`src/rtl/hough_vote_sched.sv`:
```
// hough_vote_sched: clears a single-port vote RAM, casts up to four circle-centre votes per edge pixel
// as read-modify-write transactions, and tracks the best-voted centre.
module hough_vote_sched #(
   parameter int IMG_W  = 600,
   parameter int IMG_H  = 400,
   parameter int X_BIAS = 20,
   parameter int Y_BIAS = 40,
   parameter int RADIUS = 20,
   parameter int CNT_W  = 4,
   parameter int ADDR_W = 18
) (
   input  logic              clk,
   input  logic              rst,
   input  logic              start,
   output logic              busy,
   output logic              done,
   input  logic              pix_valid,
   output logic              pix_ready,
   input  logic [9:0]        pix_x,
   input  logic [8:0]        pix_y,
   input  logic [3:0]        pix_val,
   input  logic              pix_last,
   output logic [ADDR_W-1:0] mem_addr,
   output logic              mem_we,
   output logic [CNT_W-1:0]  mem_wdata,
   input  logic [CNT_W-1:0]  mem_rdata,
   output logic [9:0]        best_x,
   output logic [8:0]        best_y,
   output logic [CNT_W-1:0]  best_cnt
);
   typedef enum logic [2:0] {IDLE, CLEAR, WAIT_PIX, RD, WR, DONE} state_t;
   localparam logic signed [11:0] R  = 12'(RADIUS);
   localparam logic signed [11:0] XB = 12'(X_BIAS);
   localparam logic signed [11:0] YB = 12'(Y_BIAS);
   localparam logic signed [11:0] GW = 12'(IMG_W);
   localparam logic signed [11:0] GH = 12'(IMG_H);
   localparam logic [9:0] RX = 10'(RADIUS);
   localparam logic [8:0] RY = 9'(RADIUS);
   localparam logic [ADDR_W-1:0] LAST_A = ADDR_W'(IMG_W * IMG_H - 1);

   state_t            state;
   logic [9:0]        x;
   logic [8:0]        y;
   logic              last;
   logic [1:0]        k;
   logic [ADDR_W:0]   s_cur, s_nxt;
   logic [CNT_W-1:0]  n;

   // {valid, address} of the vote slot sk around pixel (px, py)
   function automatic logic [ADDR_W:0] probe(input logic [9:0] px, input logic [8:0] py, input logic [1:0] sk);
      logic signed [11:0] cx, cy;
      cx = $signed({2'b00, px}) + ((sk == 2'd0) ? -R : (sk == 2'd1) ? R : 12'sd0) - XB;
      cy = $signed({3'b000, py}) + ((sk == 2'd2) ? -R : (sk == 2'd3) ? R : 12'sd0) - YB;
      return {cx >= 12'sd0 && cx < GW && cy >= 12'sd0 && cy < GH,
              ADDR_W'(cx) + ADDR_W'(cy) * ADDR_W'(IMG_W)};
   endfunction

   assign s_cur = probe(x, y, k);
   // the slot entered next: slot 0 of the pixel being accepted, otherwise slot k+1
   assign s_nxt = (state == WAIT_PIX) ? probe(pix_x, pix_y, 2'd0) : probe(x, y, k + 2'd1);
   assign n = (&mem_rdata) ? mem_rdata : mem_rdata + 1'b1;
   assign mem_wdata = (state == WR) ? n : '0;

   always_ff @(posedge clk or posedge rst)
      if (rst) begin
         state     <= IDLE;
         busy      <= 1'b0;
         done      <= 1'b0;
         pix_ready <= 1'b0;
         mem_we    <= 1'b0;
         mem_addr  <= '0;
         best_x    <= '0;
         best_y    <= '0;
         best_cnt  <= '0;
         x         <= '0;
         y         <= '0;
         last      <= 1'b0;
         k         <= '0;
      end else begin
         done <= 1'b0;
         case (state)
            IDLE: if (start) begin
               state    <= CLEAR;
               busy     <= 1'b1;
               mem_we   <= 1'b1;
               mem_addr <= '0;
               best_x   <= '0;
               best_y   <= '0;
               best_cnt <= '0;
            end
            CLEAR: if (mem_addr == LAST_A) begin
               state     <= WAIT_PIX;
               mem_we    <= 1'b0;
               pix_ready <= 1'b1;
            end else
               mem_addr <= mem_addr + 1'b1;
            WAIT_PIX: if (pix_valid) begin
               x    <= pix_x;
               y    <= pix_y;
               last <= pix_last;
               k    <= 2'd0;
               if (pix_val != 4'd0) begin
                  state     <= RD;
                  pix_ready <= 1'b0;
                  if (s_nxt[ADDR_W]) mem_addr <= s_nxt[ADDR_W-1:0];
               end else if (pix_last) begin
                  state     <= DONE;
                  pix_ready <= 1'b0;
                  done      <= 1'b1;
               end
            end
            RD, WR: if (state == RD && s_cur[ADDR_W]) begin
               state  <= WR;
               mem_we <= 1'b1;
            end else begin
               mem_we <= 1'b0;
               if (state == WR && n > best_cnt) begin
                  best_cnt <= n;
                  best_x   <= (k == 2'd0) ? x - RX : (k == 2'd1) ? x + RX : x;
                  best_y   <= (k == 2'd2) ? y - RY : (k == 2'd3) ? y + RY : y;
               end
               if (k != 2'd3) begin
                  state <= RD;
                  k     <= k + 2'd1;
                  if (s_nxt[ADDR_W]) mem_addr <= s_nxt[ADDR_W-1:0];
               end else if (last) begin
                  state <= DONE;
                  done  <= 1'b1;
               end else begin
                  state     <= WAIT_PIX;
                  pix_ready <= 1'b1;
               end
            end
            DONE: begin
               state <= IDLE;
               busy  <= 1'b0;
            end
            default: state <= IDLE;
         endcase
      end
endmodule

```
`config.mk`:
```
export PLATFORM = sky130hd
export DESIGN_NAME = hough_vote_sched
export DESIGN_NICKNAME = d
export VERILOG_FILES = /design/src/rtl/hough_vote_sched.sv
export SDC_FILE = /design/constraint.sdc
export NUM_CORES = 1
export LEC_CHECK = 0
export ABC_AREA = 1
export BUFFER_PORTS_ARGS = -buffer_cell sky130_fd_sc_hd__buf_2
export CORE_ASPECT_RATIO = 1.75
export CORE_MARGIN = 4
export CORE_UTILIZATION = 60
export CTS_CLUSTER_SIZE = 24
export DETAILED_ROUTE_END_ITERATION = 6
export GPL_TIMING_DRIVEN = 0
export HOLD_SLACK_MARGIN = 0.05
export PLACE_DENSITY = 0.79
export SLEW_MARGIN = 20
export SYNTH_ARGS = -nofsm -noshare
export SYNTH_HDL_FRONTEND = slang
export SYNTH_SLANG_ARGS = --single-unit
```
`constraint.sdc`:
```
create_clock -name clk -period 13.92 [get_ports clk]
set_clock_uncertainty 0.05 [all_clocks]
set_input_delay 2.784 -clock clk [delete_from_list [all_inputs] [get_ports clk]]
set_output_delay 2.784 -clock clk [all_outputs]
set_load 0.01 [all_outputs]
```
Word level (Yosys, flattened, before mapping)
Index checks and enable logic that the tools add are counted.
- register bits: 70
- input port bits: 32
- equal/unequal tests: 24
- mux-type cells: 68
- multiply operators: 2
- $lt $le $gt $ge: 13
- $add $sub $neg: 20
- reduce and logical (&&, ||, !) cells: 31
- operators by type and width (cell ; number):
    $mux W18 ; 7
    $pmux W18 S4 ; 1
    $ge A12 B1 Y1 const B ; 5
    $mux W10 ; 5
    $mux W12 ; 4
    $mux W9 ; 5
    $add A12 B18 Y18 ; 2
    $lt A12 B11 Y1 const B ; 3
    $sub A12 B6 Y12 const B ; 3
    $add A10 B12 Y12 ; 2
    $add A11 B12 Y12 ; 2
    $lt A12 B10 Y1 const B ; 2
    $mux W3 ; 8
    $sub A12 B7 Y12 const B ; 2
    $mux W4 ; 5
    $mux W5 ; 4
    $ne A2 B2 Y1 const B ; 10
    $pmux W10 S2 ; 1
    $mux W19 ; 1
    $add A18 B1 Y18 const B ; 1
    $eq A18 B18 Y1 const B ; 1
    $pmux W9 S2 ; 1
    $mux W1 ; 16
    $reduce_and A4 Y1 ; 4
    36 further kinds ; 63

Longest topological paths before layout
Gate-level depths: netlist (run 1).
- word-level depth: 15
- mapped depth: 38
- gate-level depth less buffers: 38

Least setup slack after synthesis (run 1)
No wires, ideal clock.
- kind: input -> register
- start point: input pix_y[3]
- end point: register mem_addr[16]
- arrival: 7.117 ns
- data required time: 13.753 ns
- stages: 30
- path slack: 6.636 ns
- path buffers: 0
- path through: inv_1 -> ha_1 -> inv_1 -> nand2_1 -> nand2_1 -> xor2_1 -> inv_1 -> ha_1 -> inv_1 -> fa_1 -> fa_1 -> inv_1 -> ha_1 -> a21oi_1 -> o21ai_0 -> a21oi_1 -> xnor2_1 -> ha_1 -> nand2_1 -> nor3_1 -> nand3_1 -> nand3_1 -> nand3_1 -> nand2_1 -> xnor2_1 -> nand2_1 -> nand2_1 -> nand2_1 -> nand2_1 -> o21ai_2
- cells in the longest elaborated chain, start to end: 9
- ends and longest elaborated chain (what ; RTL line ; text):
    start: declaration ; 20 ; input logic [8:0] pix_y,
    $sub A9 B6 Y10 * ; 53 ; cy = $signed({3'b000, py}) + ((sk == 2'd2) ? -R : (sk == 2'd3) ? R : 12'sd0) - YB;
    branches (longest 3 deep; another with $add A12 B18 Y18) ; - ;
    $mux W19 * ; 60 ; assign s_nxt = (state == WAIT_PIX) ? probe(pix_x, pix_y, 2'd0) : probe(x, y, k + 2'd1);
    $mux W18 * ; 105, 125 ;
    $mux W18, on equally long branches ; 122, 102 ;
    $mux W18, on equally long branches ; 112, 97 ;
    $pmux W18 S4 * ; 81 ; case (state)
    end signal: assignment ; 96 ; mem_addr <= mem_addr + 1'b1;
    end signal: assignment ; 105 ; if (s_nxt[ADDR_W]) mem_addr <= s_nxt[ADDR_W-1:0];
    end signal: assignment ; 125 ; if (s_nxt[ADDR_W]) mem_addr <= s_nxt[ADDR_W-1:0];
    end: declaration ; 23 ; output logic [ADDR_W-1:0] mem_addr,
Mark *: on every way between the ends. The select of a mux whose other input is x is not followed.
A chain may end at the register's enable or synchronous reset.

Worst setup path after layout (run 1)
Ends and elaborated chain as after synthesis.

==> impl_metrics.yaml, run 1 <==
place:
  port-buffer-count: 80
  place_congestion: 0.9745
  placedCellCount: 1835
  place_hpwl_mm: 24.52
critical_path:
  endpoint_kind: "flip-flop"
  ff2ff_path_depth: 34
  rrSetupSlack_ns: 6.99
  criticalPathCategory: "in -> reg"
  crit_required_ns: 14.10
  cp_max_fo: 8
  reg2reg_to: "mem_addr[17]"
  worst_ep_arrival_time_ns: 8.20
  critPathLaunchType: "input pin"
  r2r-start: "k[0]"
route:
  drt-total-wl_mm: 29.38
  avgViaCountPerCell: 5.619
  dr.pass1.iters: 7
  dr.first_iter.drc_count: 755
  ant_nets: 0
  route.detailed.drc: 1
  wire_per_inst_um: 15.87
  vias: 10400
final_layout:
  nFillCells: 1652
  nets: 1878
  regArea_mm2: 0.001752
  final_cell_count_no_fill: 1851
  drive_above_1_share_pct: 7.778
  multi_input_area_mm2: 0.007550
  final_cell_mix: "318 x inv_1, 306 x nand2_1, 191 x ha_1"
  area_growth_syn_to_layout_pct: 9.820
  final_common_cell: "inv_1"
  antenna_cells: 0
clock_network:
  h-tree-depth: 3
  cts_buffer_depth: 2
  postCtsSetupRepairBufs: 0
  ctsHoldBuffers: 0
  cts_tree: "built"
  clock_latency_ns: 0.34
  clk_pin_slew_ns: 0.06
  cts-root-buf: "clkbuf_16"
  cts-resized-gates: 0
  numCtsBuffers: 9
  clkSinkCount: 70
timing:
  finalCriticalPeriod_ns: 8.020
  timing.fmax_ghz: 0.1247
  relSlewSlack_pct: 52.41
  rsz0062_at_grt: "false"
  setup_viol: 0
  final_hold_viol_count: 0
  min_period_over_period_pct: 57.62
  tightest_slew_ns: 0.7139
  fin_tns_setup_ns: 0
  slew_violations: 0
grt:
  grt_pass1_vias: 10410
  grt_pass1_wl_mm: 47.56
  grt_max_degree: 51
  grt_use_total_pct: 29.86
  antenna_found_initial: 0
  globalRoute.totalOverflow: 0
die:
  die_h_um: 183.9
  die-area_mm2: 0.01997
  start_util_pct: 60.80
  ios: 81
  die_w_um: 108.5
  coreArea_mm2: 0.01746
  rows: 64
yosys:
  ys_types: 47
  avgSynthCellArea_um2: 6.969
  synth.yosys.warnings: 0
  ys_top_cells_by_area: "ha_1 23%, dfrtp_1 17%, inv_1 11%, nand2_1 11%, fa_1 7.5%"
  ys_ff_latch: 70
  netlist_area_mm2: 0.01061
  synth_top_area_cell: "ha_1"
  ys_seq_area_share_pct: 16.50
  syn_inst: 1523
  netlist.area_leader.share_pct: 22.52
  synth_fp_nets: 1786
hold_path:
  min_from: "best_x[2]"
  min_to: "best_x[2]"
  worst_hold_path.num_cells: 2
  hold_path_class: "reg -> reg"
status:
  violations: "DRC"
  status: "finished with violations"
job:
  maxCapViolations: 0
power:
  power.leakage_nw: 6.572
  p_per_area_mw_per_mm2: 211.7
  ir_drop_v: 0.0002078
[per-stage QoR]
stage	hold WS (ns)	util, %	area, um^2	setup slack [ns]	power, mW
5_1_grt	0.4524	66.77	11660	5.408	2.767
3_3_place_gp	0.4165	64.75	11300	5.589	2.145
3_5_place_dp	0.4181	64.92	11330	5.549	2.187
4_1_cts	0.4336	66.77	11660	5.891	2.455
2_1_floorplan	0.4546	-	10610	6.636	1.780
6_report	0.4344	66.77	11660	5.900	2.468
[power breakdown]
group,switching (mW),internal [mW],leakage (nW)
combinational,1.25,0.750,5.60
sequential,0.00584,0.207,0.823
clock,0.0970,0.158,0.153
[cells by family after synthesis]
kind of cell	share of synthesized area, %
and+or+nand+nor	22.34
adders and majority gates	30.06
AOI/OAI and AO/OA	14.12
xor gates and xnor gates	4.609
buffers and inverters	12.37
DFF	16.50
[flip-flops by register name, indices dropped and copies added (netlist names), 2 cells and up]
| name | count |
|---|---|
| mem_addr | 18 |
| best_x | 10 |
| x | 10 |
| best_y | 9 |
| y | 9 |
| best_cnt | 4 |
| state | 3 |
| k | 2 |
[per-layer routing]
| layer | wire [um] | track usage, % | part of all wire (%) |
|---|---|---|---|
| met1 | 10010 | 30.12 | 34 |
| met2 | 15780 | 56.30 | 54 |
| met3 | 1359 | 2.531 | 4.6 |
| met4 | 2221 | 20.53 | 7.6 |
| met5 | 0 | 0 | 0 |
[synth_stat cells (all sizes together)]
| master | number |
|---|---|
| inv | 321 |
| nand2 | 306 |
| ha | 191 |
| o21ai | 112 |
| nor2 | 105 |
| nand3 | 94 |
| a21oi | 90 |
| dfrtp | 70 |
| fa | 40 |
| xor2 | 32 |
| xnor2 | 23 |
| nor3 | 21 |
| nand4 | 18 |
| clkbuf | 13 |
| o31ai | 10 |
| or2 | 8 |
| a31oi | 7 |
| buf | 7 |
| nand3b | 7 |
| o211ai | 7 |
| a22oi | 5 |
| a21o | 4 |
| nor4 | 4 |
| o21a | 4 |
| o21bai | 4 |
| clkinv | 3 |
| a211oi | 2 |
| a41oi | 2 |
| o221ai | 2 |
| o22ai | 2 |
| o311ai | 2 |
| o41ai | 2 |
| a22o | 1 |
| a32oi | 1 |
| o2111ai | 1 |
| o211a | 1 |
| o311a | 1 |
[worst max-delay path: stages]
cell and delay, ns:
buf_2 0.14, inv_1 0.16, ha_1 0.21, inv_1 0.08, nand2_1 0.09, nand3_1 0.44
ha_1 0.54, inv_1 0.06, fa_1 0.47, fa_1 0.51, ha_1 0.37, a21oi_1 0.19
o21ai_0 0.13, a21oi_1 0.24, xnor2_1 0.18, ha_1 0.40, nand2_1 0.09, nor3_1 0.19
nand3_1 0.10, nand3_1 0.14, nand3_1 0.08, nand2_1 0.09, xnor2_1 0.14, nand2_1 0.11
nand2_1 0.09, nand2_1 0.05, nand2_1 0.06, o21ai_2 0.05
[layout make-up]
type                       instances  area share [%]
inverter                         324           10.46
timing repair buffer              81           3.671
sequential                        70           15.03
multi-input combinational       1109           64.77
tap                              231           2.480
clock buffer                      10           1.964
clock inverter                     6          0.8051
buffer                            20          0.8265
[worst max path at each step]
| stage | startpoint | to | slack, ns | cells after the start |
|---|---|---|---|---|
| global route | pix_y[3] | mem_addr[16] | 5.41 | 28 |
| finish | pix_y[3] | mem_addr[16] | 5.90 | 28 |
| global placement | pix_y[3] | mem_addr[16] | 5.59 | 28 |
| detailed placement | pix_y[3] | mem_addr[16] | 5.55 | 28 |
| CTS | pix_y[3] | mem_addr[16] | 5.89 | 28 |
| floorplan | pix_y[3] | mem_addr[16] | 6.64 | 30 |
(Power assumes the default switching activity.)
==> run 2, diff against run 1 <==
--- a/config.mk
+++ b/config.mk
@@ -5,7 +5,7 @@
 export SDC_FILE = /design/constraint.sdc
 export NUM_CORES = 1
 export LEC_CHECK = 0
-export ABC_AREA = 1
+export ABC_AREA = 0
 export BUFFER_PORTS_ARGS = -buffer_cell sky130_fd_sc_hd__buf_2
 export CORE_ASPECT_RATIO = 1.75
 export CORE_MARGIN = 4
==> constraint.sdc (replaced) <==
create_clock -name clk -period 8 [get_ports clk]
set_clock_uncertainty 0.05 [all_clocks]
set_input_delay 1.6 -clock clk [delete_from_list [all_inputs] [get_ports clk]]
set_output_delay 1.6 -clock clk [all_outputs]
set_load 0.01 [all_outputs]
==> run 2 against run 1 <==
Effect of this change:
- the run still ends with DRC left
- synthesized cell count down 17%
- register-to-register slack got worse by 6.7 ns
- power is 39% lower
- sequential cell count unchanged
- core utilization up 0.35 points
- critical endpoint is now mem_addr[17]
- count of clock-buffer cells in the layout unchanged
- first-iteration DRC count down 17%
- area after synthesis down 2.4%
- wire length decreased by 8.6%
- sequential share of layout area rose by 0.37 points
- design area down 2.4%
==> impl_metrics.yaml, run 2 <==
timing:
  final_hold_viol_count: 0
  relSlewSlack_pct: 30.00
  tightest_slew_ns: 1.040
  timing.fmax_ghz: 0.1303
  min_period_over_period_pct: 95.94
  worst_slack_ns: 0.3244
  setup_viol: 0
  slew_violations: 0
  hold_ws_ns: 0.4166
  rsz0062_at_grt: "false"
  fin_tns_setup_ns: 0
  finalCriticalPeriod_ns: 7.676
final_layout:
  reg.largest.list: "mem_addr (18), best_x (10), x (10)"
  largest_register_ffs: 18
  nets: 1613
  largest_register: "mem_addr"
  drive_above_1_share_pct: 10.04
  regArea_mm2: 0.001752
  multi_input_area_mm2: 0.007741
  area_growth_syn_to_layout_pct: 9.835
  final_cell_count_no_fill: 1583
  nFillCells: 1448
  finalInstanceArea_mm2: 0.01137
  final_common_cell: "inv_1"
  final_cell_mix: "203 x inv_1, 190 x ha_1, 109 x nand2_1"
power:
  p_per_area_mw_per_mm2: 131.9
  ir_drop_v: 0.0002043
  power.leakage_nw: 5.679
grt:
  use_met1_pct: 28.86
  grt_max_degree: 45
  globalRoute.totalOverflow: 0
  antenna_found_initial: 1
  grt_use_total_pct: 27.98
  grt_pass1_wl_mm: 44.09
  use_met2_pct: 53.35
  met3_usage_pct: 1.957
  grt_pass1_vias: 9411
  busiest_layer: "met2"
place:
  preCtsSetupSlack_ns: -0.05564
  place_hpwl_mm: 22.35
  port-buffer-count: 80
  place_congestion: 0.9593
  dpl-instance-area_mm2: 0.01107
  placedCellCount: 1566
yosys:
  ys_async_sr_fraction_pct: 100.0
  ys_top_cells_by_area: "ha_1 23%, dfrtp_1 17%, fa_1 7.7%, inv_1 7.4%, xnor2_1 4.7%"
  synth-main-ff-cell: "dfrtp_1"
  synth_top_area_cell: "ha_1"
  synth_fp_nets: 1521
  netlist_area_mm2: 0.01036
  synth.most_common_cell: "inv_1"
  netlist.area_leader.share_pct: 23.08
  syn_inst: 1258
  ys_ff_latch: 70
  synth.yosys.warnings: 0
  synth-edff-count: 0
  ys_seq_area_share_pct: 16.91
  avgSynthCellArea_um2: 8.232
  synthTopCellsByCount: "204 x inv_1, 191 x ha_1, 109 x nand2_1"
  ys_types: 81
critical_path:
  criticalPathCategory: "reg -> reg"
  slowest_stage: "or4b_2"
  endpoint: "mem_addr[17]"
  cp_max_fo: 12
  critical_path_buf_inv_count: 6
  crit_required_ns: 8.17
  cp-startpoint: "k[0]"
  reg2reg_to: "mem_addr[17]"
  r2r-start: "k[0]"
  critPathLaunchType: "flip-flop"
  worst_ep_arrival_time_ns: 7.84
  ff2ff_path_depth: 27
  crit_family: "adder cells"
  worst-path-stages: 27
  rrSetupSlack_ns: 0.32
  cp_slowest_stage_delay_ns: 0.60
  endpoint_kind: "flip-flop"
status:
  status: "finished with violations"
  violations: "DRC"
die:
  die_h_um: 181.8
  start_util_pct: 61.11
  rows: 63
  die_w_um: 107.3
  coreArea_mm2: 0.01695
  die-area_mm2: 0.01951
  ios: 81
route:
  ant_nets: 0
  dr.pass1.iters: 7
  wire_per_inst_um: 16.97
  vias: 9423
  drt-total-wl_mm: 26.86
  route.detailed.drc: 4
  avgViaCountPerCell: 5.953
  dr.first_iter.drc_count: 625
clock_network:
  numCtsBuffers: 9
  cts-root-buf: "clkbuf_16"
  cts_buffer_depth: 2
  clkSinkCount: 70
  clk_pin_slew_ns: 0.07
  h-tree-depth: 3
  clock_latency_ns: 0.34
  cts_tree: "built"
job:
  maxCapViolations: 0
hold_path:
  hold_path_class: "reg -> reg"
-- run 2: cell count changes after synthesis, moves of 17 or more --
cell / delta
nand2b_1: +17
nand3_1: -76
a21oi_1: -42
inv_1: -115
xnor2_1: +32
nor2_1: -30
nand2_1: -197
nor2b_1: +19
-- run 2: repair_timing --
action,CTS,global route
gates resized for setup,0,6
setup buffers,0,0
setup endpoints to repair,0,2
hold buffers,0,0
-- run 2: kinds of logic (layout without fill, tap and decap cells) --
group	Yosys count	count (layout)	share of synthesized area, %
other cells	0	1	0
compound gates	311	311	20.22
xor+xnor	82	82	7.140
mux	14	14	1.450
flops	70	70	16.91
simple gates	318	318	14.96
fa+ha+maj	231	231	30.81
buf+inv	232	329	8.505
-- run 2: layout make-up --
class,count,share of cell area (%)
multi-input combinational,956,68.06
sequential,70,15.40
inverter,204,6.754
timing repair buffer,81,3.762
tap,227,2.497
clock buffer,10,2.101
buffer,28,1.012
clock inverter,6,0.3960
antenna,1,0.02200
-- run 2: worst min path at each step --
stage                     cells past startpoint        end      start  slack, ns
final                                         2  best_x[5]  best_x[5]       0.42
after global routing                          2  best_x[2]  best_x[2]       0.44
after CTS                                     2  best_x[5]  best_x[5]       0.42
after detailed placement                      2  best_x[5]  best_x[5]       0.41
after global placement                        2  best_x[5]  best_x[5]       0.41
after floorplan                               1       x[1]       x[1]       0.43
-- run 2: report_power, final --
part	switching [mW]	internal, mW	total [mW]
clock network	0.164	0.219	0.383
registers	0.00327	0.360	0.363
logic	0.432	0.321	0.753
-- run 2: metrics by stage --
step                      util (%)  power (mW)
after floorplan                  -      0.9495
after global placement       65.15       1.099
after detailed placement     65.32       1.122
after CTS                    67.00       1.503
after global routing         67.12       1.619
final                        67.12       1.500
-- run 2: layer usage --
| metal | share of wire [%] | wire length, um |
|---|---|---|
| met2 | 54 | 14420 |
| met4 | 6.9 | 1856 |
| met3 | 4.0 | 1075 |
| met1 | 35 | 9511 |
| met5 | 0 | 0 |
-- run 2: worst min-delay path, cell delays in order, from the launching register on --
cell	delay, ns
dfrtp_1	0.33
nand2_1	0.05
o31ai_1	0.05
==> run 3, diff against run 2 <==
==> constraint.sdc (replaced) <==
create_clock -name clk -period 8 [get_ports clk]
set_clock_uncertainty 0.05 [all_clocks]
set_input_delay 0.8 -clock clk [delete_from_list [all_inputs] [get_ports clk]]
set_output_delay 0.8 -clock clk [all_outputs]
set_load 0.01 [all_outputs]
==> run 3 against run 2 <==
Effect of this change:
- largest cell class unchanged
- count of clock-buffer cells in the layout unchanged
- register-to-register slack about the same
- design area down 0.13%
- combinational power about the same
- the run still ends with DRC left
- sequential cell count unchanged
- hold slack worse by 0.020 ns
- wire length down 0.17%
- clock power about the same
==> impl_metrics.yaml, run 3 (synthesis results as in run 2) <==
status:
  status: "finished with violations"
  violations: "DRC"
route:
  wire_per_inst_um: 16.94
  vias: 9407
  dr.pass1.iters: 7
  drt-total-wl_mm: 26.82
  ant_nets: 0
  dr.first_iter.drc_count: 567
  avgViaCountPerCell: 5.943
  route.detailed.drc: 8
timing:
  finalCriticalPeriod_ns: 7.683
  setup_viol: 0
  slew_violations: 0
  relSlewSlack_pct: 30.29
  final_hold_viol_count: 0
  worst_slack_ns: 0.3170
  min_period_over_period_pct: 96.04
  fin_tns_setup_ns: 0
  timing.fmax_ghz: 0.1302
  tightest_slew_ns: 1.036
  rsz0062_at_grt: "false"
final_layout:
  reg.largest.list: "mem_addr (18), best_x (10), x (10)"
  area_growth_syn_to_layout_pct: 9.689
  final_util_pct: 67.03
  largest_register_ffs: 18
  largest_register: "mem_addr"
  drive_above_1_share_pct: 9.889
  multi_input_area_mm2: 0.007726
  nFillCells: 1447
  finalInstanceArea_mm2: 0.01136
  nets: 1613
  final_common_cell: "inv_1"
  final_cell_mix: "203 x inv_1, 190 x ha_1, 109 x nand2_1"
  regArea_mm2: 0.001752
grt:
  grt_max_degree: 45
  globalRoute.totalOverflow: 0
  grt_pass1_vias: 9411
  grt_pass1_wl_mm: 44.09
  grt_use_total_pct: 27.98
  antenna_found_initial: 1
place:
  port-buffer-count: 80
  place_congestion: 0.9593
  place_hpwl_mm: 22.35
  preCtsSetupSlack_ns: 0.2512
  dpl-instance-area_mm2: 0.01107
job:
  maxCapViolations: 0
power:
  clkPwrFrac_pct: 25.6
  power.switching_mw: 0.6000
  power.leakage_nw: 5.673
  ir_drop_v: 0.0002051
  internal_power_mw: 0.9003
  netSwitchingFraction_pct: 39.99
  power_frac_seq_pct: 24.2
  p_per_area_mw_per_mm2: 132.1
  p_comb_share_pct: 50.2
critical_path:
  worst_ep_arrival_time_ns: 7.85
  criticalPathCategory: "reg -> reg"
  critPathLaunchType: "flip-flop"
  endpoint_kind: "flip-flop"
  crit_required_ns: 8.17
  cp_max_fo: 12
clock_network:
  cts_tree: "built"
  clkSinkCount: 70
  numCtsBuffers: 9
  cts_buffer_depth: 2
  cts-root-buf: "clkbuf_16"
  clock_latency_ns: 0.34
  ctsHoldBuffers: 0
  clk_pin_slew_ns: 0.07
  h-tree-depth: 3
die:
  ios: 81
  coreArea_mm2: 0.01695
  die_h_um: 181.8
  rows: 63
  die-area_mm2: 0.01951
  start_util_pct: 61.11
  die_w_um: 107.3
hold_path:
  hold_path_class: "in -> async"
[run 3: what timing repair did]
item,in CTS,in global routing
endpoints found under the setup margin,0,2
resized for setup,0,3
setup buffers,0,0
endpoints found under the hold margin,0,0
[run 3: path summary, 6_finish.rpt]
kind                                endpoint       from  cells after the start  slack (ns)
worst max-delay path            mem_addr[17]       k[0]                     27        0.32
worst min-delay path               best_x[1]        rst                      2        0.40
worst max register to register  mem_addr[17]       k[0]                     27        0.32
worst min register to register     best_x[5]  best_x[5]                      2        0.42
max in group asynchronous               y[4]        rst                      3        6.94
min in group clk                   best_x[5]  best_x[5]                      2        0.42
[run 3: routing by layer]
layer  GRT usage (%)  routed length (um)  up-vias
met5               0                   0        -
met4           17.10                1830        0
met3           1.957                 995       95
met2           53.35               14380      296
met1           28.86                9608     4480
li1                -                   -     4536
[run 3: critical path, stage by stage (launching register included)]
cell and delay [ns]:
dfrtp_1 0.48, inv_1 0.11, ha_1 0.29, inv_1 0.34
ha_1 0.23, inv_1 0.04, ha_1 0.32, nor2b_1 0.17
o221a_2 0.27, o32ai_1 0.33, inv_1 0.26, o21ai_1 0.30
ha_1 0.32, fa_1 0.48, inv_1 0.05, fa_1 0.53
inv_1 0.04, ha_1 0.34, a21boi_0 0.16, o21ai_0 0.23
or4b_2 0.60, o211ai_1 0.13, ha_1 0.31, a21o_1 0.19
or3_1 0.33, and4_4 0.19, a221oi_2 0.35, o21ai_1 0.10
[run 3: final cells by class]
cell class                 count  area share (%)
antenna                        1         0.02203
buffer                        28           1.013
clock buffer                  10           2.104
clock inverter                 6          0.3965
inverter                     204           6.763
multi-input combinational    956           68.01
sequential                    70           15.42
tap                          227           2.500
timing repair buffer          81           3.767
[run 3: power by group through the flow]
| stage | registers (mW) | clock network, mW | logic (mW) |
|---|---|---|---|
| final | 0.363 | 0.384 | 0.753 |
| after global routing | 0.364 | 0.398 | 0.855 |
| after CTS | 0.364 | 0.384 | 0.755 |
| after detailed placement | 0.370 | 0 | 0.752 |
| after global placement | 0.370 | 0 | 0.729 |
| after floorplan | 0.373 | 0 | 0.577 |
[run 3: through the flow]
| stage | std cells | power [mW] | hold WS [ns] |
|---|---|---|---|
| after floorplan | 1258 | 0.9495 | 0.4306 |
| after global placement | 1565 | 1.099 | 0.4081 |
| after detailed placement | 1566 | 1.122 | 0.4116 |
| after CTS | 1582 | 1.503 | 0.4053 |
| after global routing | 1583 | 1.617 | 0.4371 |
| final | 1583 | 1.500 | 0.3963 |
